[src/rtl/simplez_mem_arbiter_pkg.sv]
// Shared types and defaults for the Simplez RAM arbiter: FSM state encoding,
// requester IDs and default RAM geometry.
package simplez_pkg;

  localparam int AW_DEF = 9;
  localparam int DW_DEF = 12;

  typedef enum logic [1:0] {
    IDLE    = 2'd0,
    GNT_CPU = 2'd1,
    GNT_LDR = 2'd2
  } state_e;

  typedef enum logic {
    REQ_CPU = 1'b0,
    REQ_LDR = 1'b1
  } req_id_e;

endpackage

[src/rtl/simplez_mem_arbiter_pick2.sv]
// Combinational winner select between CPU and loader requests.
// SIMPLEZ_MEM_ARB_LDR_PRIO_EN selects fixed loader priority instead of round-robin.
module simplez_arb_pick2
  import simplez_pkg::*;
(
  input  logic cpu_req_i,
  input  logic ldr_req_i,
  input  logic last_i,
  output logic valid_o,
  output logic winner_o
);

`ifdef SIMPLEZ_MEM_ARB_LDR_PRIO_EN
  logic unused_last;
  assign unused_last = last_i;

  // Loader always wins when it asks.
  always_comb begin
    valid_o  = cpu_req_i | ldr_req_i;
    winner_o = REQ_CPU;
    if (ldr_req_i) begin
      winner_o = REQ_LDR;
    end else begin
      winner_o = REQ_CPU;
    end
  end
`else
  // On a tie the requester that was not served last wins.
  always_comb begin
    valid_o  = cpu_req_i | ldr_req_i;
    winner_o = REQ_CPU;
    if (cpu_req_i && ldr_req_i) begin
      winner_o = (last_i == REQ_CPU) ? REQ_LDR : REQ_CPU;
    end else if (ldr_req_i) begin
      winner_o = REQ_LDR;
    end else begin
      winner_o = REQ_CPU;
    end
  end
`endif

endmodule

[src/rtl/simplez_mem_arbiter.sv]
// Arbiter sharing the single-port Simplez RAM between CPU and serial loader.
// Every access takes a grant cycle followed by an idle cycle, so read returns never overlap.
module simplez_mem_arbiter
  import simplez_pkg::*;
#(
  parameter int AW = AW_DEF,
  parameter int DW = DW_DEF
) (
  input  logic          clk,
  input  logic          rstn,
  input  logic          cpu_req,
  input  logic          cpu_we,
  input  logic [AW-1:0] cpu_addr,
  input  logic [DW-1:0] cpu_wdata,
  output logic          cpu_gnt,
  output logic          cpu_rvalid,
  input  logic          ldr_req,
  input  logic          ldr_we,
  input  logic [AW-1:0] ldr_addr,
  input  logic [DW-1:0] ldr_wdata,
  output logic          ldr_gnt,
  output logic          ldr_rvalid,
  output logic [DW-1:0] rdata,
  output logic [AW-1:0] mem_addr,
  output logic          mem_we,
  output logic [DW-1:0] mem_wdata,
  input  logic [DW-1:0] mem_rdata
);

  state_e  state_q, state_d;
  req_id_e last_q, last_d;
  logic    cpu_rvalid_q, ldr_rvalid_q;
  logic    pick_valid, pick_winner;

  simplez_arb_pick2 u_pick (
    .cpu_req_i (cpu_req),
    .ldr_req_i (ldr_req),
    .last_i    (last_q),
    .valid_o   (pick_valid),
    .winner_o  (pick_winner)
  );

  // State, last-served and read-return registers; reset drops any in-flight read.
  always_ff @(posedge clk) begin
    if (!rstn) begin
      state_q      <= IDLE;
      last_q       <= REQ_LDR;
      cpu_rvalid_q <= 1'b0;
      ldr_rvalid_q <= 1'b0;
    end else begin
      state_q      <= state_d;
      last_q       <= last_d;
      cpu_rvalid_q <= (state_q == GNT_CPU) && !cpu_we;
      ldr_rvalid_q <= (state_q == GNT_LDR) && !ldr_we;
    end
  end

  // Next state and RAM-side muxing; a grant state always returns to IDLE.
  always_comb begin
    state_d   = state_q;
    last_d    = last_q;
    cpu_gnt   = 1'b0;
    ldr_gnt   = 1'b0;
    mem_addr  = '0;
    mem_we    = 1'b0;
    mem_wdata = '0;
    case (state_q)
      IDLE: begin
        if (pick_valid) begin
          state_d = (pick_winner == REQ_LDR) ? GNT_LDR : GNT_CPU;
        end else begin
          state_d = IDLE;
        end
      end
      GNT_CPU: begin
        cpu_gnt   = 1'b1;
        mem_addr  = cpu_addr;
        mem_we    = cpu_we;
        mem_wdata = cpu_wdata;
        last_d    = REQ_CPU;
        state_d   = IDLE;
      end
      GNT_LDR: begin
        ldr_gnt   = 1'b1;
        mem_addr  = ldr_addr;
        mem_we    = ldr_we;
        mem_wdata = ldr_wdata;
        last_d    = REQ_LDR;
        state_d   = IDLE;
      end
      default: begin
        state_d = IDLE;
      end
    endcase
  end

  assign cpu_rvalid = cpu_rvalid_q;
  assign ldr_rvalid = ldr_rvalid_q;
  assign rdata      = mem_rdata;

endmodule
[config.mk]
export PLATFORM = sky130hd
export DESIGN_NAME = simplez_mem_arbiter
export DESIGN_NICKNAME = d
export VERILOG_FILES = /design/src/rtl/simplez_mem_arbiter_pkg.sv /design/src/rtl/simplez_mem_arbiter_pick2.sv /design/src/rtl/simplez_mem_arbiter.sv
export SDC_FILE = /design/constraint.sdc
export NUM_CORES = 1
export LEC_CHECK = 0
export BUFFER_PORTS_ARGS = -buffer_cell sky130_fd_sc_hd__buf_2
export CAP_MARGIN = 20
export CORE_MARGIN = 3
export CORE_UTILIZATION = 30
export DETAILED_ROUTE_END_ITERATION = 8
export PLACE_DENSITY = 0.79
export RECOVER_POWER = 25
export SYNTH_ARGS = -nofsm -noshare
export SYNTH_HDL_FRONTEND = slang
export SYNTH_SLANG_ARGS = --single-unit
[constraint.sdc]
create_clock -name clk -period 1.7 [get_ports clk]
set_input_delay 0.17 -clock clk [delete_from_list [all_inputs] [get_ports clk]]
set_output_delay 0.17 -clock clk [all_outputs]
set_load 0.01 [all_outputs]
* Yosys cells after proc, flatten, opt, wreduce, memory -nomap -nowiden
Index checks and enable logic that the tools add are counted.
Operators by class: equal/unequal tests 2, muxes and demuxes 10, bitwise operators 1, reduce and logical (&&, ||, !) cells 8
Operator list (number):
- $pmux 12 s2 | 1
- $pmux 9 s2 | 1
- $mux 1 | 5
- $pmux 1 s2 | 2
- $logic_and 1x1->1 | 3
- $reduce_and 3->1 | 1
- $eq 2x1->1 const B | 1
- $eq 2x2->1 const B | 1
- $logic_not 1->1 | 2
- $logic_not 2->1 | 1
- $mux 2 | 1
- $reduce_bool 2->1 | 1
- $or 1x1->1 | 1
Word-level totals: output and inout bits 38, flip-flop bits (word level) 5

* Logic depth before layout (Yosys ltp)
Gate-level depths: netlist (run 1).
word-level depth 3, mapped depth 5, mapped depth without buffers 4

* Modules after synthesis
Synthesis (run 1) repeated with hierarchy kept, for this count alone.
Unflattened totals: cell total of the unflattened synthesis 83, area, all modules 676.9 sq um
By module, submodules not included:
- simplez_mem_arbiter | cells each 81, instances 1, sequential area each 100.1 sq um, area each 663.1 sq um
- simplez_arb_pick2 | cells each 2, instances 1, sequential area each 0.0 sq um, area each 13.8 sq um

* Worst setup path before layout (run 1)
Ideal clock, no wire load.
path type reg2out, start point reg state_q[0], end point out mem_addr[0], stages on the path, launching flop included 6, arrival time 1.123 ns, slack 0.407 ns, cells stage by stage dfxtp_1 -> inv_1 -> ha_1 -> buf_4 -> a22oi_1 -> nor2b_1
Between the ends: word-level cells in the longest chain between the ends 2
RTL lines:
- start: declaration | RTL line simplez_mem_arbiter.sv:30 | state_e state_q, state_d;
- start signal: assignment | RTL line simplez_mem_arbiter.sv:51 | state_q <= state_d;
- $eq 2x2->1 / $eq 2x1->1 (equally long branches) | RTL line simplez_mem_arbiter.sv:67 | case (state_q)
- $pmux 9 s2 (*) | RTL line simplez_mem_arbiter.sv:67
- end: declaration | RTL line simplez_mem_arbiter.sv:24 | output logic [AW-1:0] mem_addr,
Every way passes the cells marked *; elsewhere a longest branch is shown, timed or not.

* Worst setup path after layout (run 1)
start point reg state_q[1], end point out mem_addr[0]
The elaborated chain is that of the path after synthesis.

==> results.sh, run 1 <==
export IMPL_h_tree_depth=1
export IMPL_clock_root_buffer="clkbuf_4"
export IMPL_skew_ns=0.00148
export IMPL_synth_seq_area_share_pct=15.3
export IMPL_outcome="completed"
export IMPL_hold_start="ldr_we"
export IMPL_cpPeakStageDelay_ns=0.36
export IMPL_area_growth_syn_to_layout_pct=58.0
export IMPL_worstSetupStartpointType="flop"
export IMPL_via_per_inst=4.69
export IMPL_n_antenna_cell=0
export IMPL_drv_slew=0
export IMPL_setup_viol=0
export IMPL_final_common_cell="buf_2"
export IMPL_die_x_um=52.7
export IMPL_cp_end_kind="primary output"
export IMPL_fmax_mhz=622
export IMPL_startpoint="state_q[1]"
export IMPL_grt_busiest_layer="met2"
export IMPL_postSynthCellCount=83
export IMPL_p_per_area_mw_per_mm2=485
export IMPL_port_buffers=73
export IMPL_final_cells=173
export IMPL_cts_made_buffers=3
export IMPL_clk_latency_ns=0.24
export IMPL_rsz0062_at_grt="no"
export IMPL_cts_path_max_buffers=2
export IMPL_routedWlPerCell_um=12.8
export IMPL_gr_usage_met3_pct=2.56
export IMPL_clk_pin_slew_worst_paths_ns=0.04
export IMPL_total_power_mw=0.500
export IMPL_reg2reg_from="state_q[1]"
export IMPL_clock_sinks=5
export IMPL_num_rows=16
export IMPL_finalNetCount=211
export IMPL_num_io_pins=98
export IMPL_synth_area_um2=653
export IMPL_syn_num_nets=147
export IMPL_ys_types=14
export IMPL_die_height_um=52.7
export IMPL_finalInstanceArea_mm2=0.00103
export IMPL_finalSetupTns_ns=0
export IMPL_hold_class="input pin to flop"
export IMPL_placedCellCount=167
export IMPL_grt_pass1_wl_um=2920
export IMPL_critical_path_slowest_cell="dfxtp_2"
export IMPL_peakVddDrop_mv=0.396
export IMPL_hold_viol=0
export IMPL_relSlewSlack_pct=83.7
export IMPL_multiInputGateArea_um2=438
export IMPL_grt_pass1_vias=714
export IMPL_routabilityCongestion=0.663
export IMPL_drt_wl_total_um=2220
export IMPL_worst_setup_path_type="flop to primary output"
export IMPL_layout_drive_gt1_share_pct=59.6
export IMPL_firstDrtPassIters=2
export IMPL_synth_seq_cells=5
export IMPL_p_leak_nw=0.523
export IMPL_maxCapViolCount=0
export IMPL_postRouteAntennaNets=0
export IMPL_die_area_mm2=0.00277
export IMPL_arrival_ns=1.44
export IMPL_syn_area_per_cell_um2=7.87
export IMPL_regArea_um2=103
export IMPL_cp_cell_sequence="inv_2, ha_4, clkbuf_4, nor2b_1, buf_2"
export IMPL_critPathRequiredTime_ns=1.53
export IMPL_drt_initial_drc_count=9
export IMPL_grt_use_total_pct=13.6
export IMPL_dp_hpwl_um=1760
export IMPL_final_cell_mix="73 x buf_2, 22 x a22oi_1, 22 x nor2b_1"
export IMPL_min_period_over_period_pct=94.6
export IMPL_antenna_found_initial=0
export IMPL_cts_tree="yes"
export IMPL_grt_use_met2_pct=27.1
export IMPL_grt_max_degree=24
export IMPL_fp_coreArea_mm2=0.00200
export IMPL_grt_remaining_overflow=0
export IMPL_tightest_slew_ns=0.244
export IMPL_placed_cell_area_um2=938
export IMPL_n_fill_cell=211
export IMPL_cp_max_fo=11
export IMPL_met1_usage_pct=13.3
export IMPL_start_util_pct=32.6
export IMPL_vias=812
export IMPL_yosysWarningCount=0
export IMPL_drc=0
export IMPL_period_needed_ns=1.61
## path summary, 6_finish.rpt
check                      to  slack [ns]  cells after the start
hold / removal     ldr_rvalid        0.11                      2
setup / recovery  mem_addr[0]        0.09                      5
hold reg to reg    state_q[1]        0.43                      1
setup reg to reg       last_q        0.41                      6
## worst max-delay path: cells and delay by family, from the launching register on
kind / cells / cell delay (ns)
DFF: 1 / 0.36
adders and majority gates: 1 / 0.28
and+or+nand+nor: 1 / 0.15
buffers and inverters: 3 / 0.41
## flip-flops by register name, indices dropped and copies added, names as in the netlist
signal	count
state_q	2
cpu_rvalid	1
last_q	1
ldr_rvalid	1
## repair_timing
item | 4_1_cts | 5_1_grt
endpoints found under the hold margin | 0 | 0
buffers inserted | 0 | 2
hold buffers | 0 | 0
pin swaps | 0 | 2
gates resized for setup | 6 | 4
cloned | 0 | 0
setup endpoints to repair | 23 | 20
## logic make-up (layout without fill, tap and decap cells)
kind of cell    Yosys count  in the layout  share of synthesized area [%]
compound gates           25             25                           28.0
fa+ha+maj                 4              4                           7.66
buf+inv                  21             84                           23.4
flops                     5              5                           15.3
simple gates             28             28                           25.7
## cell usage after synthesis, drive strengths merged
cell type  count  share of area, %
a22oi         22                25
nor2b         22                21
buf           18                22
dfxtp          5                15
ha             4               7.7
inv            3               1.7
a21oi          2               1.5
nand2          2               1.1
nand3          2               1.5
and3b          1               1.3
nor2           1              0.57
o211ai         1               1.1
## stage by stage
step           setup WS [ns]  util [%]  hold slack, ns
6_report              0.0911      51.6           0.109
5_1_grt               0.0434      51.6           0.115
4_1_cts              0.00586      50.1           0.108
3_5_place_dp         -0.0337      46.9           0.340
3_3_place_gp          0.0904      46.9           0.340
2_1_floorplan          0.407         -           0.242
## layer usage
| layer | vias up | wire, um |
|---|---|---|
| met5 | - | 0 |
| li1 | 408 | - |
| met4 | 0 | 21 |
| met2 | 47 | 1170 |
| met3 | 4 | 246 |
| met1 | 353 | 773 |
## final cells by class
type                            count  area share (%)
Clock buffer                        4            2.55
Inverter                            3            1.09
Multi-Input combinational cell     57            42.4
Sequential cell                     5            9.94
Tap cell                           27            3.27
Timing Repair Buffer               77            40.7
## report_power, final
group	switching, mW	internal (mW)	total (mW)
Sequential	0.00565	0.126	0.131
Clock	0.0433	0.0884	0.132
Combinational	0.104	0.134	0.237
Total	0.152	0.348	0.500
(Power assumes the default switching activity.)
==> run 2, diff against run 1 <==
--- a/config.mk
+++ b/config.mk
@@ -8,6 +8,7 @@
 export BUFFER_PORTS_ARGS = -buffer_cell sky130_fd_sc_hd__buf_2
 export CAP_MARGIN = 20
-export CORE_MARGIN = 3
+export CORE_MARGIN = 2
 export CORE_UTILIZATION = 30
+export CTS_CLUSTER_SIZE = 28
 export DETAILED_ROUTE_END_ITERATION = 8
 export PLACE_DENSITY = 0.79
==> constraint.sdc (replaced) <==
create_clock -name clk -period 1.7 [get_ports clk]
set_input_delay 0.51 -clock clk [delete_from_list [all_inputs] [get_ports clk]]
set_output_delay 0.51 -clock clk [all_outputs]
set_load 0.01 [all_outputs]
==> run 2 against run 1 <==
The run now ends with negative setup slack left. Largest cell class unchanged. Critical path type unchanged. Largest power group unchanged. Cell count is 5.2% higher. Sequential cell count stayed put. Combinational power is 31% higher. Sequential power hardly changed.
==> results.sh, run 2 (synthesis results as in run 1) <==
export IMPL_outcome="complete, but fails checks"
export IMPL_violations="negative setup slack"
export IMPL_grt_max_degree=25
export IMPL_drt_initial_drc_count=4
export IMPL_p_leak_nw=0.588
export IMPL_setup_slack_ns=-0.267
export IMPL_fmax_mhz=508
export IMPL_cpPeakStageDelay_ns=0.33
export IMPL_cp_end_kind="primary output"
export IMPL_final_common_cell="buf_2"
export IMPL_grt_use_total_pct=17.9
export IMPL_critical_path_slowest_cell="dfxtp_2"
export IMPL_vias=860
export IMPL_hold_class="flop to flop"
export IMPL_clk_pin_slew_worst_paths_ns=0.04
export IMPL_cp_max_fo=12
export IMPL_finalInstanceArea_mm2=0.00125
export IMPL_routabilityCongestion=0.637
export IMPL_via_per_inst=4.73
export IMPL_met1_usage_pct=17.5
export IMPL_min_period_over_period_pct=116
export IMPL_placed_cell_area_um2=963
export IMPL_tightest_slew_ns=0.217
export IMPL_skew_ns=0.00450
export IMPL_swShare_pct=32.4
export IMPL_p_per_area_mw_per_mm2=458
export IMPL_intPower_mw=0.389
export IMPL_firstDrtPassIters=3
export IMPL_critPathTopFamily="buffers and inverters"
export IMPL_antenna_found_initial=0
export IMPL_die_x_um=50.7
export IMPL_clock_root_buffer="clkbuf_4"
export IMPL_grt_use_met2_pct=35.3
export IMPL_port_buffers=73
export IMPL_grt_remaining_overflow=0
export IMPL_dp_slack_ns=-0.158
export IMPL_setup_viol=22
export IMPL_rsz0062_at_grt="yes"
export IMPL_num_io_pins=98
export IMPL_cts_made_buffers=3
export IMPL_drv_slew=0
export IMPL_critPathRequiredTime_ns=1.19
export IMPL_regMostFlops="state_q"
export IMPL_hold_buffers=0
export IMPL_grt_pass1_wl_um=3530
export IMPL_cts_path_max_buffers=2
export IMPL_worstSetupStartpointType="flop"
export IMPL_worst_setup_path_type="flop to primary output"
export IMPL_start_util_pct=32.6
export IMPL_maxCapViolCount=0
export IMPL_area_growth_syn_to_layout_pct=92.1
export IMPL_dp_hpwl_um=1660
export IMPL_grt_busiest_layer="met2"
export IMPL_num_rows=16
export IMPL_drt_wl_total_um=2440
export IMPL_period_needed_ns=1.97
export IMPL_h_tree_depth=1
export IMPL_drc=0
export IMPL_grt_pass1_vias=850
export IMPL_n_fill_cell=183
export IMPL_die_height_um=50.7
export IMPL_die_area_mm2=0.00257
export IMPL_combPwrFrac_pct=54.0
export IMPL_gr_usage_met3_pct=2.38
export IMPL_routedWlPerCell_um=13.4
export IMPL_clockPowerShare_pct=23.6
export IMPL_hold_viol=0
export IMPL_clock_sinks=5
export IMPL_clk_latency_ns=0.24
export IMPL_critPathBufInv=4
export IMPL_relSlewSlack_pct=85.6
export IMPL_postRouteAntennaNets=0
export IMPL_layout_drive_gt1_share_pct=76.1
export IMPL_fp_coreArea_mm2=0.00200
export IMPL_finalNetCount=220
export IMPL_largest_reg_flops=2
export IMPL_peakVddDrop_mv=0.455
export IMPL_n_antenna_cell=0
export IMPL_cp_cell_sequence="inv_2, buf_6, ha_4, buf_8, nor2b_1, buf_2"
export IMPL_power_frac_seq_pct=22.4
export IMPL_final_cell_mix="72 x buf_2, 19 x a22oi_2, 19 x nor2b_1"
export IMPL_p_switching_mw=0.186
export IMPL_arrival_ns=1.46
export IMPL_cts_tree="yes"
[run 2: cell count changes in the layout (fill, tap and decap cells not counted), sizes merged]
cell    change
buf        +10
clkbuf      -1
[run 2: metal layers]
metal,vias up,wire [um]
li1,428,-
met1,383,891
met2,43,1290
met3,6,218
met4,0,36
met5,-,0
[run 2: final timing paths]
path | startpoint | slack, ns | endpoint | depth (start not counted)
max | state_q[0] | -0.27 | mem_wdata[9] | 6
min | last_q | 0.42 | state_q[1] | 1
max reg2reg | state_q[0] | 0.53 | last_q | 7
min reg2reg | last_q | 0.42 | state_q[1] | 1
[run 2: repair_timing]
action	in CTS	in global routing
gates cloned	1	0
hold endpoints to repair	0	0
setup buffers	2	3
setup endpoints to repair	23	24
resized for setup	27	19
pin swaps	2	3
[run 2: cell type report]
class	count	area (um^2)	area share [%]
clock buffers	4	26.3	2.09
inverters	3	11.3	0.897
multi-input cells	57	558	44.5
flip-flops and latches	5	101	8.08
well taps	27	33.8	2.69
repair buffers	86	524	41.8
[run 2: through the flow]
| step | util (%) | hold WS (ns) | setup TNS, ns | cells | power [mW] |
|---|---|---|---|---|---|
| after detailed placement | 48.1 | 0.410 | -3.04 | 172 | 0.340 |
| after global routing | 62.7 | 0.435 | -5.74 | 182 | 0.608 |
| after CTS | 56.5 | 0.419 | -4.92 | 179 | 0.529 |
| after global placement | 48.1 | 0.410 | -1.80 | 172 | 0.334 |
| final | 62.7 | 0.419 | -4.52 | 182 | 0.575 |
| after floorplan | - | 0.404 | 0 | 83 | 0.276 |
[run 2: power by group through the flow]
| stage | sequential, mW | combinational [mW] | clock [mW] |
|---|---|---|---|
| after floorplan | 0.131 | 0.146 | 0 |
| after global placement | 0.130 | 0.204 | 0 |
| after detailed placement | 0.130 | 0.210 | 0 |
| after CTS | 0.129 | 0.256 | 0.145 |
| after global routing | 0.129 | 0.334 | 0.144 |
| final | 0.129 | 0.311 | 0.135 |
[run 2: worst reg2reg max path: cells and delay by family, from the launching register on]
| kind | cells | cell delay [ns] |
|---|---|---|
| flip-flops | 1 | 0.33 |
| adder cells (fa/ha/maj) | 1 | 0.17 |
| AO/OA/AOI/OAI | 1 | 0.08 |
| AND/OR/NAND/NOR | 1 | 0.05 |
| buffers and inverters | 4 | 0.43 |
==> run 3, diff against run 2 <==
Settings changed: PLACE_DENSITY 0.79 to 0.92, REMOVE_ABC_BUFFERS from default to 1, SETUP_SLACK_MARGIN from default to 0.02.
==> run 3 against run 2 <==
Sequential share of layout area rose by 0.30 points. The run still ends with negative setup slack left. Setup slack gained 0.10 ns. Combinational power decreased by 2%. Clock power increased by 5%. Wire length fell by 3.0%. Critical path depth down 1. First-iteration DRC count shrank 25%. Clock skew hardly changed. Non-clock buffer count fell by 4. Highest routed layer is now met3.
==> results.sh, run 3 (synthesis results as in run 1) <==
export IMPL_antenna_found_initial=0
export IMPL_h_tree_depth=1
export IMPL_n_antenna_cell=0
export IMPL_tightest_slew_ns=0.196
export IMPL_finalNetCount=216
export IMPL_dp_hpwl_um=1660
export IMPL_met1_usage_pct=17.9
export IMPL_grt_use_total_pct=16.0
export IMPL_setup_viol=23
export IMPL_p_leak_nw=0.579
export IMPL_grt_max_degree=14
export IMPL_die_x_um=50.7
export IMPL_hold_viol=0
export IMPL_hold_class="flop to flop"
export IMPL_largest_reg_flops=2
export IMPL_layout_drive_gt1_share_pct=78.1
export IMPL_placed_cell_area_um2=968
export IMPL_clk_latency_ns=0.24
export IMPL_relSlewSlack_pct=86.9
export IMPL_drt_initial_drc_count=3
export IMPL_start_util_pct=32.6
export IMPL_die_area_mm2=0.00257
export IMPL_rsz0062_at_grt="yes"
export IMPL_finalSetupTns_ns=-3.14
export IMPL_drc=0
export IMPL_peakVddDrop_mv=0.309
export IMPL_die_height_um=50.7
export IMPL_outcome="complete, but fails checks"
export IMPL_grt_busiest_layer="met2"
export IMPL_violations="negative setup slack"
export IMPL_grt_use_met2_pct=25.4
export IMPL_min_period_over_period_pct=110
export IMPL_arrival_ns=1.35
export IMPL_grt_pass1_vias=701
export IMPL_clock_sinks=5
export IMPL_regMostFlops="state_q"
export IMPL_cts_made_buffers=3
export IMPL_skew_ns=0.00498
export IMPL_via_per_inst=4.85
export IMPL_fp_coreArea_mm2=0.00200
export IMPL_routabilityCongestion=0.637
export IMPL_vias=863
export IMPL_routedWlPerCell_um=13.3
export IMPL_final_cell_mix="72 x buf_2, 21 x a22oi_2, 17 x nor2b_1"
export IMPL_final_common_cell="buf_2"
export IMPL_firstDrtPassIters=4
export IMPL_drv_slew=0
export IMPL_postRouteAntennaNets=0
export IMPL_gr_usage_met3_pct=10.1
export IMPL_maxCapViolCount=0
export IMPL_cp_max_fo=13
export IMPL_num_rows=16
export IMPL_worst_setup_path_type="flop to primary output"
export IMPL_holdWs_ns=0.407
export IMPL_clk_pin_slew_worst_paths_ns=0.05
export IMPL_p_per_area_mw_per_mm2=460
export IMPL_clock_root_buffer="clkbuf_4"
export IMPL_cts_path_max_buffers=2
export IMPL_num_io_pins=98
export IMPL_critPathRequiredTime_ns=1.19
export IMPL_period_needed_ns=1.86
export IMPL_port_buffers=73
export IMPL_cp_end_kind="primary output"
export IMPL_grt_pass1_wl_um=3180
export IMPL_area_growth_syn_to_layout_pct=92.1
export IMPL_drt_wl_total_um=2360
export IMPL_setup_slack_ns=-0.164
export IMPL_cts_tree="yes"
export IMPL_worstSetupStartpointType="flop"
export IMPL_finalInstanceArea_mm2=0.00125
export IMPL_grt_remaining_overflow=0
export IMPL_fmax_mhz=536
## run 3: cell types whose count changed in the layout (fill, tap and decap cells not counted), moves of 2 or more
| cell | delta |
|---|---|
| nor2b_2 | +2 |
| buf_4 | -4 |
| buf_6 | -3 |
| nor2b_1 | -2 |
| a22oi_2 | +2 |
| a22oi_1 | -2 |
| buf_8 | +2 |
## run 3: final cells by class
class,instances,area [um^2]
Multi-Input combinational cell,57,561
Timing Repair Buffer,82,515
Tap cell,27,33.8
Fill cell,185,747
Sequential cell,5,105
Clock buffer,4,26.3
Inverter,3,13.8
## run 3: report_power, final
part           switching (mW)  internal (mW)
Sequential            0.00534          0.125
Combinational           0.131          0.175
Clock                  0.0530         0.0890
Total                   0.189          0.389
## run 3: path summary, 6_finish.rpt
check,start,end,slack [ns],cells after the start
min reg2reg,last_q,state_q[1],0.41,1
max,state_q[1],mem_wdata[11],-0.16,5
max reg2reg,state_q[0],cpu_rvalid,0.55,5
min,last_q,state_q[1],0.41,1
## run 3: worst max-delay path, cell delays in order (launching register included)
cell	delay, ns
dfxtp_4	0.37
inv_4	0.05
ha_4	0.28
buf_8	0.12
nor2b_1	0.14
buf_2	0.14
## run 3: per-layer routing
layer  part of all wire (%)  wire (um)
met5                      0          0
met4                      0          0
met3                     15        365
met2                     51       1200
met1                     34        794
## run 3: timing repair
item,in CTS,in global routing
buffers inserted,2,0
resized for setup,20,30
pin swaps,0,8
gates cloned,0,1
endpoints found under the hold margin,0,0
hold buffers,0,0
setup endpoints to repair,24,24
## run 3: stage by stage
| step | power [mW] | std cells | worst slack [ns] | util (%) |
|---|---|---|---|---|
| 2_1_floorplan | 0.231 | 65 | -0.142 | - |
| 3_3_place_gp | 0.342 | 171 | 0.0274 | 48.4 |
| 3_5_place_dp | 0.344 | 171 | 0.00469 | 48.4 |
| 4_1_cts | 0.527 | 177 | -0.161 | 54.6 |
| 5_1_grt | 0.619 | 178 | -0.233 | 62.7 |
| 6_report | 0.577 | 178 | -0.164 | 62.7 |
